**src/rtl/jump_result_unit.sv**
```systemverilog
// jump_result_unit
// Turns completed jump-FU operations into a one-cycle fetch redirect and
// queues link-register writebacks for JAL/JALR with rd != 0.
//
// Ports:
//   clk, rst             clock, asynchronous active-high reset
//   finish               FU result-valid strobe (one cycle per operation)
//   cmp_res, uncond      branch condition / unconditional-jump flag
//   PC_jump, PC_wb, rd   target address, link value, destination register
//   wb_grant             writeback-bus grant for the queue head
//   wb_req/wb_rd/wb_data head of the writeback queue
//   redirect_valid/pc    registered redirect pulse and target
//   fu_stall             queue full; upstream must hold off issue
//   overflow             sticky: an entry was dropped while full
//   taken_cnt            number of redirects issued (wraps)
module jump_result_unit #(
    parameter int DEPTH = 2
) (
    input  logic        clk,
    input  logic        rst,
    input  logic        finish,
    input  logic        cmp_res,
    input  logic [31:0] PC_jump,
    input  logic [31:0] PC_wb,
    input  logic        uncond,
    input  logic [4:0]  rd,
    input  logic        wb_grant,
    output logic        wb_req,
    output logic [4:0]  wb_rd,
    output logic [31:0] wb_data,
    output logic        redirect_valid,
    output logic [31:0] redirect_pc,
    output logic        fu_stall,
    output logic        overflow,
    output logic [31:0] taken_cnt
);

    localparam int AW = $clog2(DEPTH);
    localparam logic [AW:0] FULL_CNT = AW'(DEPTH) == '0 ? (AW+1)'(DEPTH) : (AW+1)'(DEPTH);
    localparam logic [AW-1:0] PTR_ONE = 1;
    localparam logic [AW:0]   CNT_ONE = 1;

    logic [4:0]    mem_rd   [DEPTH];
    logic [31:0]   mem_data [DEPTH];
    logic [AW-1:0] wr_ptr;
    logic [AW-1:0] rd_ptr;
    logic [AW:0]   count;

    logic taken;
    logic push_req;
    logic pop;
    logic full;
    logic push;

    assign taken    = finish & (uncond | cmp_res);
    assign push_req = finish & uncond & (rd != 5'd0);
    assign full     = (count == FULL_CNT);
    assign wb_req   = (count != '0);
    assign pop      = wb_req & wb_grant;
    // A same-cycle pop frees the head slot, so a push into a full queue is
    // accepted; when full, wr_ptr == rd_ptr and the popped slot is reused.
    assign push     = push_req & (~full | pop);

    assign wb_rd    = mem_rd[rd_ptr];
    assign wb_data  = mem_data[rd_ptr];
    assign fu_stall = full;

    // Storage carries no reset: wb_req gates its validity.
    always_ff @(posedge clk) begin
        if (push) begin
            mem_rd[wr_ptr]   <= rd;
            mem_data[wr_ptr] <= PC_wb;
        end
    end

    always_ff @(posedge clk or posedge rst) begin
        if (rst) begin
            wr_ptr   <= '0;
            rd_ptr   <= '0;
            count    <= '0;
            overflow <= 1'b0;
        end else begin
            if (push)
                wr_ptr <= wr_ptr + PTR_ONE;
            if (pop)
                rd_ptr <= rd_ptr + PTR_ONE;
            if (push && !pop)
                count <= count + CNT_ONE;
            else if (pop && !push)
                count <= count - CNT_ONE;
            if (push_req && full && !pop)
                overflow <= 1'b1;
        end
    end

    // Redirect path is independent of the queue so a full queue never
    // delays a redirect.
    always_ff @(posedge clk or posedge rst) begin
        if (rst) begin
            redirect_valid <= 1'b0;
            redirect_pc    <= 32'd0;
            taken_cnt      <= 32'd0;
        end else begin
            redirect_valid <= taken;
            if (taken) begin
                redirect_pc <= PC_jump;
                taken_cnt   <= taken_cnt + 32'd1;
            end
        end
    end

endmodule
```
**config.mk**
```make
export PLATFORM = sky130hd
export DESIGN_NAME = jump_result_unit
export DESIGN_NICKNAME = d
export VERILOG_FILES = /design/src/rtl/jump_result_unit.sv
export SDC_FILE = /design/constraint.sdc
export NUM_CORES = 1
export LEC_CHECK = 0
export CELL_PAD_IN_SITES_DETAIL_PLACEMENT = 0
export CELL_PAD_IN_SITES_GLOBAL_PLACEMENT = 1
export CORE_MARGIN = 3
export CORE_UTILIZATION = 41
export DETAILED_ROUTE_END_ITERATION = 16
export DONT_BUFFER_PORTS = 1
export GPL_ROUTABILITY_DRIVEN = 0
export PLACE_DENSITY_LB_ADDON = 0.05
export SYNTH_ARGS = -nofsm -noshare
export SYNTH_HDL_FRONTEND = slang
export SYNTH_SLANG_ARGS = --single-unit
export TNS_END_PERCENT = 50
```
**constraint.sdc**
```tcl
create_clock -name clk -period 6.8 [get_ports clk]
set_clock_uncertainty 0.2 [all_clocks]
set_input_delay 1.36 -clock clk [delete_from_list [all_inputs] [get_ports clk]]
set_output_delay 1.36 -clock clk [all_outputs]
set_load 0.005 [all_outputs]
```
==> impl_metrics.toml, run 1 <==
[synthesis]
synthMuxAreaShare_pct = 7.46
yosysWarningCount = 0
synth_top_family_by_area = "simple AND/OR/NAND/NOR gates"
flip_flop_cell_with_the_highest_count_after_synthesis = "sky130_fd_sc_hd__edfxtp_1"
ys_top_cells_by_count = "sky130_fd_sc_hd__nand2_1, sky130_fd_sc_hd__edfxtp_1, sky130_fd_sc_hd__dfrtp_1"
synth_compound_area_share_pct = 0.605
ys_async_sr_fraction_pct = 48.6
post-synth-top-area-cell = "sky130_fd_sc_hd__edfxtp_1"
synth.lib_cells_used.distinct = 31
xor_xnor_portion_of_the_synthesized_cell_area_pct = 5.65
synth_adder_area_share_pct = 0.448
synth.net_count = 478
synth_seq_cells = 144
post_synth_main_area_contributors = "sky130_fd_sc_hd__edfxtp_1, sky130_fd_sc_hd__dfrtp_1, sky130_fd_sc_hd__mux2_2"
synth.cell_area_um2 = 5580
synth-seq-area-share_pct = 71.2
synth-simple-area-share_pct = 13.4
post_synth_inst_count = 401
synthesis.area_per_instance_um2 = 13.9
yosysTopAreaCellShare_pct = 39.8
yosys.cell_count.top_type = "sky130_fd_sc_hd__nand2_1"
synth-edff-count = 74

[timing]
finalHoldViolCount = 0
fin_crit_ns = 3.26
slew-limit-headroom_pct = 40.0
rsz_0062_raised_after_global_routing = "no"
fin_crit_sh_pct = 48.0
setup_viol_count_final = 0
tightestPinTransition_ns = 0.900
timing.fmax_mhz = 307
totalNegativeSetupSlack_ns = 0
fin_ws_ns = 3.54
final-max-slew-violation-count = 0

[setup_path]
worst-path-buf-inv = 1
crit_path_end_kind = "primary output"
start_kind = "register"
crit_path_start = "rd_ptr"
reg2reg_depth = 4
critical_path.top_delay_family = "buffers and inverters"
worstPathMaxFanout = 36
cp_num_cells = 2
cp_data_required_time_ns = 5.24
timing.rr.start = "count[1]"
critPathKind = "reg -> out"
cp_data_arrival_time_ns = 1.70
slowest_stage = "sky130_fd_sc_hd__buf_4"
crit_chain = "buf_4 -> mux2_2"
regToRegEndpoint = "mem_data[0][14]"
setup.reg_to_reg.worst_slack_ns = 4.54
timing.critical_path.to = "wb_data[0]"
timing.critical_path.slowest_cell_delay_ns = 0.44

[floorplanning]
core_um2 = 13300
die-area_um2 = 15100
chipWidth_um = 123
die_h_um = 123
initial_utilization_pct = 42.0
boundaryPins = 180
rows = 42

[place]
dp_hpwl_mm = 7.51
io_buffer_count = 0
post-place-ws_ns = 3.35

[clock_network]
cts.repair.resized = 0
clk_root_buffer_cell = "sky130_fd_sc_hd__clkbuf_16"
clock_latency_ns = 0.40
cts_tree = "done"
ctsHoldBuffers = 0
clk_pin_slew_ns = 0.06
post_cts_setup_buffer_count = 0
tritoncts_num_sinks = 144
htree_levels = 4
numCtsBuffers = 17
clk_path_buf_depth = 2

[power]
vdd_drop_max_uv = 157
pwr_density_cell_nw_per_um2 = 363
standby_leakage_power_uw = 0.00256

[detailed_routing]
detail_route.wl_per_cell_um = 18.7
drt_iter0_drc = 167
route.detailed.vias_per_inst = 5.01
vias = 3011
drcViolationCount = 0
drt_pre_antenna_iters = 4
ant_nets = 0
routed_wl_mm = 11.2

[global_route]
antenna_found_initial = 0
final_global_route_overflow_total = 0
groute.usage.overall_pct = 15.4
grt_max_degree = 71
grt_first_pass_wirelength_mm = 17.5
grt_pass1_vias = 3160

[run]
cap_violations = 0

[layout]
synthToLayoutAreaGrowth_pct = 13.6
insertedDiodeCount = 0
seq_area_um2 = 3970
layout_cell_share_with_drive_strength_beyond_1_pct = 18.6
finalNetCount = 490
multi_input_area_um2 = 1550
fillers = 1205

[worst_hold_path]
hold_path_class = "reg -> reg"

[outcome]
outcome = "complete, no violations"
-- final cells by class --
type                    instances  area share [%]
multi-input cells             241            24.4
inverters                       5           0.296
clock buffers                  19            6.82
clock inverters                12            1.87
repair buffers                  4           0.473
well taps                     176            3.47
flip-flops and latches        144            62.6
-- placed cells by master, fill, tap and decap left out, types with 2 or more instances in the layout --
| master | count |
|---|---|
| sky130_fd_sc_hd__inv_2 | 2 |
| sky130_fd_sc_hd__inv_1 | 3 |
| sky130_fd_sc_hd__clkinvlp_4 | 2 |
| sky130_fd_sc_hd__clkinv_2 | 3 |
| sky130_fd_sc_hd__nor2_1 | 8 |
| sky130_fd_sc_hd__nor3_1 | 4 |
| sky130_fd_sc_hd__and3_1 | 5 |
| sky130_fd_sc_hd__buf_4 | 4 |
| sky130_fd_sc_hd__nand4_1 | 14 |
| sky130_fd_sc_hd__nand2_1 | 108 |
| sky130_fd_sc_hd__nand3_1 | 11 |
| sky130_fd_sc_hd__mux2_2 | 37 |
| sky130_fd_sc_hd__edfxtp_1 | 74 |
| sky130_fd_sc_hd__xnor2_1 | 31 |
| sky130_fd_sc_hd__xor2_1 | 5 |
| sky130_fd_sc_hd__clkbuf_16 | 17 |
| sky130_fd_sc_hd__clkinv_1 | 3 |
| sky130_fd_sc_hd__dfrtp_1 | 70 |
| sky130_fd_sc_hd__bufinv_16 | 2 |
| sky130_fd_sc_hd__clkbuf_1 | 2 |
| sky130_fd_sc_hd__ha_1 | 2 |
| sky130_fd_sc_hd__nand4_2 | 2 |
-- layer usage --
layer | track usage [%] | vias to the layer above | routed length, um
li1 | - | 1420 | -
met1 | 18.4 | 1453 | 4380
met2 | 23.2 | 122 | 5320
met3 | 8.57 | 16 | 1400
met4 | 6.09 | 0 | 149
met5 | 0 | - | 0
-- how the worst min path moves through the flow --
stage | from | slack [ns] | end | cells after the start
5_1_grt | redirect_pc[18] | 0.33 | redirect_pc[18] | 2
2_1_floorplan | overflow | 0.25 | overflow | 2
4_1_cts | taken_cnt[31] | 0.30 | taken_cnt[31] | 1
3_3_place_gp | taken_cnt[31] | 0.29 | taken_cnt[31] | 1
6_report | taken_cnt[31] | 0.30 | taken_cnt[31] | 1
3_5_place_dp | redirect_pc[20] | 0.29 | redirect_pc[20] | 2
-- registers in the layout, summed over array words and instances (netlist names) --
signal and count:
rd_ptr 1, mem_data 64, redirect_pc 32, taken_cnt 32
mem_rd 10, count 2, wr_ptr 1, redirect_valid 1
overflow 1
-- cells by family (layout without fill, tap and decap cells) --
family,after synthesis,count (layout)
muxes,37,37
and+or+nand+nor,162,162
DFF,144,144
buffers and inverters,16,40
adders and majority gates,2,2
xor gates and xnor gates,36,36
AOI/OAI and AO/OA,4,4
-- power by group --
part | total [uW] | switching (uW) | internal [uW]
combinational | 324 | 179 | 144
clock | 867 | 334 | 533
sequential | 1110 | 82.7 | 1030
total | 2310 | 596 | 1710
-- metrics by stage --
stage                     util, %  total power [uW]  cell area [um2]  std cells  hold WS [ns]
after floorplan                 -              1370             5580        401         0.254
after global placement       43.6              1470             5790        570         0.295
after detailed placement     43.6              1470             5790        570         0.292
after CTS                    47.7              2350             6340        601         0.304
after global routing         47.7              2430             6340        601         0.331
final                        47.7              2310             6340        601         0.298
-- worst register-to-register path, stage by stage, from the launching register on --
cell,delay (ns)
sky130_fd_sc_hd__dfrtp_1,0.37
sky130_fd_sc_hd__inv_1,0.13
sky130_fd_sc_hd__nor3_1,0.09
sky130_fd_sc_hd__nor3_2,0.64
sky130_fd_sc_hd__buf_4,0.48
(Power assumes the default switching activity.)
==> run 2, diff against run 1 <==
clock period = 2.7 ns   (was 6.8 ns; I/O delays follow)
==> run 2 against run 1 <==
  * Final cell count increased by 1.2%
  * Worst setup slack got worse by 3.2 ns
  * Highest routed layer unchanged
  * Global-route usage decreased by 0.17 points
  * Critical endpoint unchanged
  * Sequential power increased to 2.6 times the previous value
  * Die area unchanged
  * Core utilization increased by 0.99 points
  * Critical path depth unchanged
==> impl_metrics.toml, run 2 (same netlist as run 1, synthesis figures left out) <==
[layout]
layout_cell_share_with_drive_strength_beyond_1_pct = 19.7
fin_cells = 608
fillers = 1171
synthToLayoutAreaGrowth_pct = 16.0
largest_register_ff_count = 64
post-route-util_pct = 48.7
final_common_cell = "sky130_fd_sc_hd__nand2_1"
insertedDiodeCount = 0
top_registers = "mem_data (64), redirect_pc (32), taken_cnt (32)"
finalNetCount = 496
largest_register = "mem_data"
most-common-layout-cells = "sky130_fd_sc_hd__nand2_1, sky130_fd_sc_hd__edfxtp_1, sky130_fd_sc_hd__dfrtp_1, sky130_fd_sc_hd__mux2_2, sky130_fd_sc_hd__xnor2_1"

[floorplanning]
initial_utilization_pct = 42.0
chipWidth_um = 123
die-area_um2 = 15100
rows = 42
core_um2 = 13300
die_h_um = 123
boundaryPins = 180

[global_route]
grt_pass1_vias = 3087
grt_max_degree = 42
antenna_found_initial = 0
groute.usage.overall_pct = 15.3
final_global_route_overflow_total = 0
grt_first_pass_wirelength_mm = 17.0

[setup_path]
crit_path_end_kind = "primary output"
timing.critical_path.slowest_cell_delay_ns = 0.53
worst-path-buf-inv = 1
cp_data_arrival_time_ns = 1.58
reg2reg_depth = 4
cp_num_cells = 2
critPathKind = "reg -> out"
worstPathMaxFanout = 29
critical_path.top_delay_family = "flip-flops"
crit_chain = "buf_12 -> mux2_2"
slowest_stage = "sky130_fd_sc_hd__dfrtp_2"
cp_data_required_time_ns = 1.96
start_kind = "register"

[run]
cap_violations = 0

[clock_network]
ctsHoldBuffers = 1
cts.repair.resized = 0
clk_pin_slew_ns = 0.06
clk_root_buffer_cell = "sky130_fd_sc_hd__clkbuf_16"
htree_levels = 4
clk_path_buf_depth = 2
post_cts_setup_buffer_count = 0
tritoncts_num_sinks = 144
cts_tree = "done"
numCtsBuffers = 17
clock_latency_ns = 0.41

[power]
pwr-share-clk_pct = 38.2
standby_leakage_power_uw = 0.00262
pwr_density_cell_nw_per_um2 = 920
combPwrFrac_pct = 14.2
internal-power_uw = 4440
vdd_drop_max_uv = 406
netSwitchingPower_uw = 1510
fraction_of_power_spent_switching_nets_pct = 25.4
seqPwrFrac_pct = 47.6

[timing]
final-max-slew-violation-count = 0
totalNegativeSetupSlack_ns = 0
timing.fmax_mhz = 432
fin_crit_sh_pct = 85.8
finalHoldViolCount = 0
tightestPinTransition_ns = 0.651
rsz_0062_raised_after_global_routing = "no"
setup_viol_count_final = 0
slew-limit-headroom_pct = 56.4
fin_crit_ns = 2.32

[place]
dp_hpwl_mm = 7.66
dp_cells = 575
io_buffer_count = 0

[outcome]
outcome = "complete, no violations"

[detailed_routing]
detail_route.wl_per_cell_um = 18.6
drt_pre_antenna_iters = 4
routed_wl_mm = 11.3
drcViolationCount = 0
vias = 3059
ant_nets = 0
route.detailed.vias_per_inst = 5.03
drt_iter0_drc = 168

[worst_hold_path]
hold_path_class = "in -> reg"
hold-path-cell-count = 0
## run 2: routing by layer
metal / vias to the layer above / wire (um) / global-route usage, %
met5: - / 0 / 0
met3: 11 / 1300 / 8.25
li1: 1435 / - / -
met4: 0 / 140 / 6.09
met1: 1499 / 4370 / 17.8
met2: 114 / 5470 / 23.5
## run 2: metrics by stage
stage               worst slack [ns]  cell area [um2]  hold slack [ns]  power [uW]
finish                         0.384             6480           0.0219        5960
global route                   0.305             6480          0.00204        6260
CTS                            0.338             6480          0.00612        6070
detailed placement             0.283             5890            0.169        3750
global placement               0.314             5890            0.166        3750
floorplan                     0.0137             5590            0.254        3470
## run 2: final cells by class
type,instances,area [um2],share of cell area [%]
Inverter,5,18.8,0.290
Clock inverter,12,141,2.18
Sequential cell,144,3980,61.4
Timing Repair Buffer,10,128,1.97
Tap cell,176,220,3.40
Clock buffer,20,437,6.74
Multi-Input combinational cell,241,1560,24.0
## run 2: power groups by stage
stage / clock, uW / sequential (uW) / combinational (uW)
finish: 2270 / 2840 / 846
global route: 2450 / 2880 / 942
CTS: 2340 / 2840 / 882
detailed placement: 0 / 2880 / 874
global placement: 0 / 2880 / 868
floorplan: 0 / 2780 / 684
## run 2: worst register-to-register path: stages, from the launching register on
cell and delay (ns):
sky130_fd_sc_hd__dfrtp_1 0.49, sky130_fd_sc_hd__o211ai_2 0.22, sky130_fd_sc_hd__nor3_1 0.59, sky130_fd_sc_hd__nand4_1 0.19
sky130_fd_sc_hd__xnor2_1 0.16
## run 2: path summary, 6_finish.rpt
path	start	to	slack (ns)
hold / removal	rd[3]	mem_rd[0][3]	0.02
max in group asynchronous	rst	rd_ptr	1.43
hold reg to reg	taken_cnt[31]	taken_cnt[31]	0.30
setup / recovery	rd_ptr	wb_data[0]	0.38
min in group asynchronous	rst	taken_cnt[22]	0.31
setup reg to reg	taken_cnt[2]	taken_cnt[15]	0.74
